[src/rtl/mux8_rr_arbiter_if.sv]
// Bus between requesting masters and the 8:1 source-mux arbiter.
//   req[7:0]     request levels, bit i = requester i
//   release_req  1-cycle pulse ending the current owner's tenure
//   grant[7:0]   registered one-hot grant, zero when idle
//   sel[2:0]     mux select, index of the current (or last) owner
//   busy         a grant is active
//   timeout      1-cycle pulse when a tenure is cut by the hold limit
interface mux8_rr_arbiter_if;
  logic [7:0] req;
  logic       release_req;
  logic [7:0] grant;
  logic [2:0] sel;
  logic       busy;
  logic       timeout;

  modport master (
    output req, release_req,
    input  grant, sel, busy, timeout
  );

  modport slave (
    input  req, release_req,
    output grant, sel, busy, timeout
  );
endinterface

[src/rtl/mux8_rr_arbiter.sv]
// Round-robin arbiter driving the select of the shared 8:1 32-bit source mux.
//   clk    system clock, rising edge
//   rst_n  synchronous reset, active low
//   bus    slave side of mux8_rr_arbiter_if (req/release_req in,
//          grant/sel/busy/timeout out, all outputs registered)
module mux8_rr_arbiter #(
  parameter int unsigned MAX_HOLD = 16,
  parameter int unsigned CNT_W    = 5
) (
  input  logic                     clk,
  input  logic                     rst_n,
  mux8_rr_arbiter_if.slave         bus
);

  typedef enum logic {IDLE, GRANT} state_t;

  state_t           state_q, state_d;
  logic [7:0]       grant_q, grant_d;
  logic [2:0]       sel_q, sel_d;
  logic [2:0]       last_q, last_d;
  logic [CNT_W-1:0] hold_q, hold_d;
  logic             timeout_q, timeout_d;

  logic [7:0] own_oh;
  logic [7:0] others;
  logic       cut;
  logic       tenure_end;
  logic [2:0] pick_idx;

  // First set bit of v searching circularly upward from last+1; last itself
  // is checked at k=8 (3'(8) wraps to 0), giving it the lowest priority.
  function automatic logic [2:0] pick(input logic [7:0] v, input logic [2:0] last);
    logic [2:0] idx;
    pick = last;
    for (int unsigned k = 8; k >= 1; k--) begin
      idx = last + 3'(k);
      if (v[idx]) pick = idx;
    end
  endfunction

  always_ff @(posedge clk) begin
    if (!rst_n) begin
      state_q   <= IDLE;
      grant_q   <= '0;
      sel_q     <= '0;
      last_q    <= '1;
      hold_q    <= '0;
      timeout_q <= 1'b0;
    end else begin
      state_q   <= state_d;
      grant_q   <= grant_d;
      sel_q     <= sel_d;
      last_q    <= last_d;
      hold_q    <= hold_d;
      timeout_q <= timeout_d;
    end
  end

  always_comb begin
    state_d    = state_q;
    grant_d    = grant_q;
    sel_d      = sel_q;
    last_d     = last_q;
    hold_d     = hold_q;
    timeout_d  = 1'b0;
    own_oh     = 8'b1 << sel_q;
    others     = bus.req & ~own_oh;
    cut        = (MAX_HOLD != 0) && (hold_q == CNT_W'(MAX_HOLD - 1)) && (others != '0);
    tenure_end = !bus.req[sel_q] || bus.release_req || cut;
    pick_idx   = '0;

    unique case (state_q)
      IDLE: begin
        if (bus.req != '0) begin
          pick_idx = pick(bus.req, last_q);
          grant_d  = 8'b1 << pick_idx;
          sel_d    = pick_idx;
          last_d   = pick_idx;
          hold_d   = '0;
          state_d  = GRANT;
        end
      end
      GRANT: begin
        if (MAX_HOLD != 0 && hold_q != CNT_W'(MAX_HOLD)) hold_d = hold_q + 1'b1;
        if (tenure_end) begin
          timeout_d = cut && bus.req[sel_q] && !bus.release_req;
          hold_d    = '0;
          if (others != '0) begin
            pick_idx = pick(others, last_q);
            grant_d  = 8'b1 << pick_idx;
            sel_d    = pick_idx;
            last_d   = pick_idx;
          end else begin
            grant_d = '0;
            state_d = IDLE;
          end
        end
      end
      default: state_d = IDLE;
    endcase
  end

  always_comb begin
    bus.grant   = grant_q;
    bus.sel     = sel_q;
    bus.busy    = (state_q == GRANT);
    bus.timeout = timeout_q;
  end

endmodule
[src/flat_wrapper.sv]
// flat-port wrapper written by rule: the top's interface ports become plain ports
module mux8_rr_arbiter_flat 
#(
  parameter int unsigned MAX_HOLD = 16,
  parameter int unsigned CNT_W    = 5
)
  (clk, rst_n, bus_req, bus_release_req, bus_grant, bus_sel, bus_busy, bus_timeout);
  mux8_rr_arbiter_if bus_i ();
  input  logic clk;
  input  logic rst_n;
  input wire logic [$bits(bus_i.req)-1:0] bus_req;
  input wire logic [$bits(bus_i.release_req)-1:0] bus_release_req;
  output wire logic [$bits(bus_i.grant)-1:0] bus_grant;
  output wire logic [$bits(bus_i.sel)-1:0] bus_sel;
  output wire logic [$bits(bus_i.busy)-1:0] bus_busy;
  output wire logic [$bits(bus_i.timeout)-1:0] bus_timeout;
  assign bus_i.req = bus_req;
  assign bus_i.release_req = bus_release_req;
  assign bus_grant = bus_i.grant;
  assign bus_sel = bus_i.sel;
  assign bus_busy = bus_i.busy;
  assign bus_timeout = bus_i.timeout;
  mux8_rr_arbiter #(.MAX_HOLD(MAX_HOLD), .CNT_W(CNT_W)) u_core (.clk(clk), .rst_n(rst_n), .bus(bus_i));
endmodule
[config.mk]
export PLATFORM = sky130hd
export DESIGN_NAME = mux8_rr_arbiter_flat
export DESIGN_NICKNAME = d
export VERILOG_FILES = /design/src/rtl/mux8_rr_arbiter_if.sv /design/src/rtl/mux8_rr_arbiter.sv /design/src/flat_wrapper.sv
export SDC_FILE = /design/constraint.sdc
export NUM_CORES = 1
export LEC_CHECK = 0
export ABC_AREA = 1
export BUFFER_PORTS_ARGS = -buffer_cell sky130_fd_sc_hd__buf_2
export CORE_ASPECT_RATIO = 0.5
export CORE_MARGIN = 8
export CORE_UTILIZATION = 55
export CTS_BUF_LIST = sky130_fd_sc_hd__clkbuf_4 sky130_fd_sc_hd__clkbuf_8 sky130_fd_sc_hd__clkbuf_16
export CTS_CLUSTER_SIZE = 28
export DETAILED_ROUTE_END_ITERATION = 12
export PLACE_DENSITY = 0.81
export REMOVE_ABC_BUFFERS = 1
export SETUP_SLACK_MARGIN = 0.15
export SYNTH_ARGS = -nofsm -noshare
export SYNTH_HDL_FRONTEND = slang
export SYNTH_SLANG_ARGS = --single-unit
[constraint.sdc]
create_clock -name clk -period 3.35 [get_ports clk]
set_input_delay 0.1675 -clock clk [delete_from_list [all_inputs] [get_ports clk]]
set_output_delay 0.1675 -clock clk [all_outputs]
set_load 0.01 [all_outputs]
==> results.yml, run 1 <==
outcome:
  status: "completed"
grt:
  grt_max_degree: 25
  grt_overflow: 0
  grt_pass1_vias: 2411
  grt_pass1_wl_um: 12000
  grt_use_total_pct: 21.5
  antenna_found_initial: 0
floorplan:
  start_util_pct: 55.5
  die_h_um: 62.5
  core_um2: 4280
  dieWidth_um: 109
  std_cell_rows: 17
  dieArea_um2: 6800
  pin_count: 24
clock_network:
  cts_max_path_buffers: 2
  root_buffer: "clkbuf_8"
  cts_made_buffers: 3
  path_clk_slew_ps: 90
  cts_resized: 0
  clock_sink_count: 21
  cts_tree: "done"
  cts_setup_buffers: 0
  clock_latency_ps: 270
  htree_levels: 1
  postCtsHoldBufs: 0
place:
  dp_slack_ps: 775
  dpl.hpwl_um: 5890
  numPlacedInstances: 496
  io_buffers: 23
  place.gp.congestion: 1.04
drt:
  wl_met2_um: 2640
  viasPerCell: 5.70
  dr_wl_met3_um: 986
  first_iter_violations: 333
  via_count: 2848
  drt-pass1-iter-count: 5
  wl_met1_um: 3610
  wl_per_cell_um: 14.6
  ant_nets: 0
  wl_um: 7290
  top_layer: "met4"
  drc: 0
setup_path:
  cp_data_arrival_time_ps: 2850
  cp_cell_sequence: "nand3_1, nand2_1, nand2_1, a221oi_1, nand2_2, a21oi_2, nor2_2, o21ai_2, a21oi_1, o21ai_1, o211ai_1"
  cp_top_family: "compound AO/OA/AOI/OAI gates"
  cp.depth: 11
  cp-start-kind: "flip-flop"
  cpMostUsedCell: "nand2_1"
  critPathMaxStageDelay_ps: 600
  cp.required_ps: 3490
  cp_slowest_cell: "dfxtp_1"
  cp_max_fo: 19
  reg2reg_depth: 11
  worstSetupEndpointType: "flip-flop"
  path_buf_inv: 0
  worstSetupPathType: "reg2reg"
synth:
  postSynthCellCount: 423
  ys.warnings.count: 0
  avgSynthCellArea_um2: 5.61
  synth-seq-cells: 21
  ys_seq_area_share_pct: 17.7
  yosysUniqueCellTypes: 35
  syn-cell-area_um2: 2370
timing:
  setup_total_negative_slack_ps: 0
  fin_crit_ps: 2720
  tightest_slew_ps: 663
  setup_ws_ps: 633
  skew_ps: 2.21
  hold_violations: 0
  period_share_pct: 81.1
  setup_viol: 0
  drv_slew: 0
  timing.hold.ws_ps: 203
  slew_headroom_pct: 55.8
  rsz0062_at_grt: "false"
  fmax_mhz: 368
cells_and_area:
  nNetsFinal: 460
  area_growth_pct: 7.74
  final_layout_size_suffix_gt1_share_pct: 14.9
  antenna_cells: 0
  layout_common_cells: "nand2_1 (121), nand3_1 (85), inv_1 (45)"
  final_common_cell: "nand2_1"
  final_cells: 500
job:
  cap_violations: 0
min_path:
  min_path_type: "in2reg"
  hold_path_depth: 4
## per-stage QoR
step / utilization (%) / instance area (um2)
6_report: 59.8 / 2560
5_1_grt: 59.8 / 2560
3_5_place_dp: 58.7 / 2510
2_1_floorplan: - / 2290
3_3_place_gp: 58.7 / 2510
4_1_cts: 59.8 / 2560
## synth_stat cells
| cell type | number | area share (%) |
|---|---|---|
| nand2_1 | 121 | 19 |
| nand3_1 | 85 | 18 |
| inv_1 | 45 | 7.1 |
| nor2_1 | 39 | 6.2 |
| a21oi_1 | 23 | 4.8 |
| dfxtp_1 | 21 | 18 |
| o21ai_0 | 17 | 3.6 |
| inv_2 | 9 | 1.4 |
| nand2_2 | 9 | 2.4 |
| nand3_2 | 7 | 3.0 |
| o211ai_1 | 6 | 1.9 |
| buf_2 | 5 | 1.1 |
| ha_1 | 5 | 2.6 |
| buf_6 | 4 | 1.9 |
| a21oi_2 | 2 | 0.74 |
| buf_4 | 2 | 0.63 |
| nand4_1 | 2 | 0.53 |
| nor2_2 | 2 | 0.53 |
| nor3_1 | 2 | 0.42 |
| o21ai_1 | 2 | 0.42 |
| a211oi_1 | 1 | 0.32 |
| a221oi_1 | 1 | 0.37 |
| a22oi_1 | 1 | 0.32 |
| clkbuf_1 | 1 | 0.16 |
| clkinv_1 | 1 | 0.16 |
| nand3b_1 | 1 | 0.32 |
| nor3b_1 | 1 | 0.32 |
| nor4b_2 | 1 | 0.63 |
| o2111ai_1 | 1 | 0.37 |
| o21ai_2 | 1 | 0.37 |
| o22ai_1 | 1 | 0.26 |
| or2_2 | 1 | 0.26 |
| xnor2_2 | 1 | 0.69 |
| xor2_1 | 1 | 0.37 |
| xor2_4 | 1 | 1.2 |
## worst reg2reg max path, stage by stage (launching register included)
cell and delay, ps:
dfxtp_1 600, nand3_1 240, nand2_1 120, nand2_1 60
a221oi_1 460, nand2_2 170, a21oi_2 190, nor2_2 160
o21ai_2 190, a21oi_1 80, o21ai_1 170, o211ai_1 150
## registers in the layout, indices dropped and copies added (netlist names)
register            flops
u_core.bus.grant        8
u_core.bus.sel          3
u_core.hold_q           5
u_core.bus.timeout      1
u_core.bus.busy         1
u_core.last_q           3
## cell type report
class                           instances  area [um2]
Fill cell                             432        1720
Tap cell                               57        71.3
Inverter                               55         206
Multi-Input combinational cell        335        1660
Clock inverter                          1        7.51
Sequential cell                        21         420
Timing Repair Buffer                   28         153
Clock buffer                            3        41.3
## kinds of logic after synthesis
logic type               count (synthesis)  share of synthesized area (%)
XOR/XNOR                                 3                           2.21
adder cells (fa/ha/maj)                  5                           2.63
flip-flops                              21                           17.7
buffers and inverters                   67                           12.4
AND/OR/NAND/NOR                        271                           51.5
AO/OA/AOI/OAI                           56                           13.5
## layer usage
metal / vias up / global-route usage [%]
li1: 1430 / -
met1: 1245 / 33.0
met2: 167 / 26.1
met3: 6 / 8.85
met4: 0 / 3.72
met5: - / 0
## path summary, 6_finish.rpt
| path | slack [ps] | to | start |
|---|---|---|---|
| worst max-delay path | 630 | u_core.last_q[1] | u_core.bus.sel[0] |
| worst min register to register | 500 | u_core.hold_q[1] | u_core.hold_q[1] |
| worst min-delay path | 200 | u_core.bus.busy | bus_release_req |
| worst max register to register | 630 | u_core.last_q[1] | u_core.bus.sel[0] |
Power of run 1 is not shown: default switching activity piles up to over one toggle a cycle in this logic, so the estimate is an artifact.
==> inputs of run 2 (changes only) <==
- CORE_UTILIZATION: 55 -> 54
- PLACE_DENSITY: 0.81 -> 0.83
- clock period: 3.35 -> 2.4 ns (I/O delays scaled with it)
==> results.yml, run 2 (same netlist as run 1, synthesis figures left out) <==
grt:
  grt_max_degree: 17
  use_met1_pct: 29.0
  grt_pass1_wl_um: 12000
  grt_use_total_pct: 20.4
  use_met2_pct: 30.1
  antenna_found_initial: 0
  grt-busiest-layer: "met2"
  grt_overflow: 0
  grt_pass1_vias: 2630
  use_met3_pct: 3.81
clock_network:
  clock_latency_ps: 260
  postCtsHoldBufs: 0
  htree_levels: 1
  path_clk_slew_ps: 80
  cts_tree: "done"
  cts_max_path_buffers: 2
  clock_sink_count: 21
  root_buffer: "clkbuf_8"
  cts_made_buffers: 3
floorplan:
  pin_count: 24
  dieArea_um2: 6900
  start_util_pct: 55.0
  std_cell_rows: 17
  core_um2: 4320
  dieWidth_um: 110
  die_h_um: 62.9
setup_path:
  cp_slowest_cell: "dfxtp_4"
  rrSetupSlack_ps: 40
  cp_data_arrival_time_ps: 2550
  cp_max_fo: 10
  critPathMaxStageDelay_ps: 390
  worstSetupEndpointType: "flip-flop"
  cp-start-kind: "flip-flop"
  cpMostUsedCell: "nand2_1"
  worstSetupPathType: "reg2reg"
  cp_cell_sequence: "inv_2, ha_4, buf_8, nand3_1, nand3_2, nand2_2, a21oi_1, nand2_1, nand2_1, nand2_1, a21oi_2, nand2_1, nor2_1, nor2_1, nor2_1"
  cp_top_family: "simple AND/OR/NAND/NOR gates"
  cp.depth: 15
  reg2reg_depth: 15
  cp.required_ps: 2590
  path_buf_inv: 2
drt:
  first_iter_violations: 305
  ant_nets: 0
  viasPerCell: 5.94
  drc: 0
  via_count: 3136
  wl_per_cell_um: 15.8
  drt-pass1-iter-count: 5
  wl_um: 8370
timing:
  fin_crit_ps: 2360
  timing.hold.ws_ps: 159
  skew_ps: 5.86
  slew_headroom_pct: 76.2
  setup_total_negative_slack_ps: 0
  tightest_slew_ps: 357
  fmax_mhz: 424
  period_share_pct: 98.4
  drv_slew: 0
  setup_viol: 0
  rsz0062_at_grt: "true"
  hold_violations: 0
cells_and_area:
  final_layout_size_suffix_gt1_share_pct: 33.5
  final_common_cell: "nand2_1"
  area_growth_pct: 31.8
  layout_common_cells: "nand2_1 (108), nand3_1 (65), inv_1 (41)"
  nNetsFinal: 488
  largest_reg_flops: 8
  fin_area_um2: 3130
  antenna_cells: 0
  final_cells: 528
place:
  dpl.hpwl_um: 5290
  place.gp.congestion: 0.994
  io_buffers: 23
  numPlacedInstances: 508
  placed_area_um2: 2600
min_path:
  min_path_type: "in2reg"
  hold_path_depth: 4
job:
  cap_violations: 0
outcome:
  status: "completed"
-- run 2: cell count changes in the layout (fill, tap and decap cells not counted), moves of 5 or more --
cell,delta
buf_4,+19
nand2_2,+12
a21oi_1,-5
nor2_2,+7
nand3_1,-20
dfxtp_1,-6
nor2_1,-9
nand3_2,+20
nand2_1,-13
a21oi_2,+5
-- run 2: through the flow --
stage	utilization, %	setup slack, ps
2_1_floorplan	-	-494
6_report	72.5	39.0
4_1_cts	63.8	154
3_5_place_dp	60.2	22.1
5_1_grt	72.5	-35.2
3_3_place_gp	60.2	41.4
-- run 2: final timing paths --
check	end	from
min reg2reg	u_core.hold_q[4]	u_core.hold_q[4]
min	u_core.bus.busy	bus_release_req
max	u_core.bus.grant[4]	u_core.last_q[0]
max reg2reg	u_core.bus.grant[4]	u_core.last_q[0]
-- run 2: per-layer routing --
metal	up-vias	share of wire, %
met4	0	3.8
met2	227	44
met5	-	0
met3	54	11
li1	1484	-
met1	1371	41
-- run 2: area by class of cell --
class                           count  area [um2]
Inverter                           55         209
Tap cell                           57        71.3
Timing Repair Buffer               56         448
Clock inverter                      1        7.51
Fill cell                         331        1190
Sequential cell                    21         438
Clock buffer                        3        41.3
Multi-Input combinational cell    335        1920
-- run 2: worst min-delay path: stages --
cell and delay (ps):
buf_2 70, inv_1 40, nand3_1 80, a211oi_1 70
-- run 2: repair_timing --
item                                    CTS  global route
cloned                                    1             1
endpoints found under the setup margin   14            19
pin swaps                                 1            25
setup buffers                             3            11
gates resized for setup                  12            79
Power of run 2 is left out for the same reason.
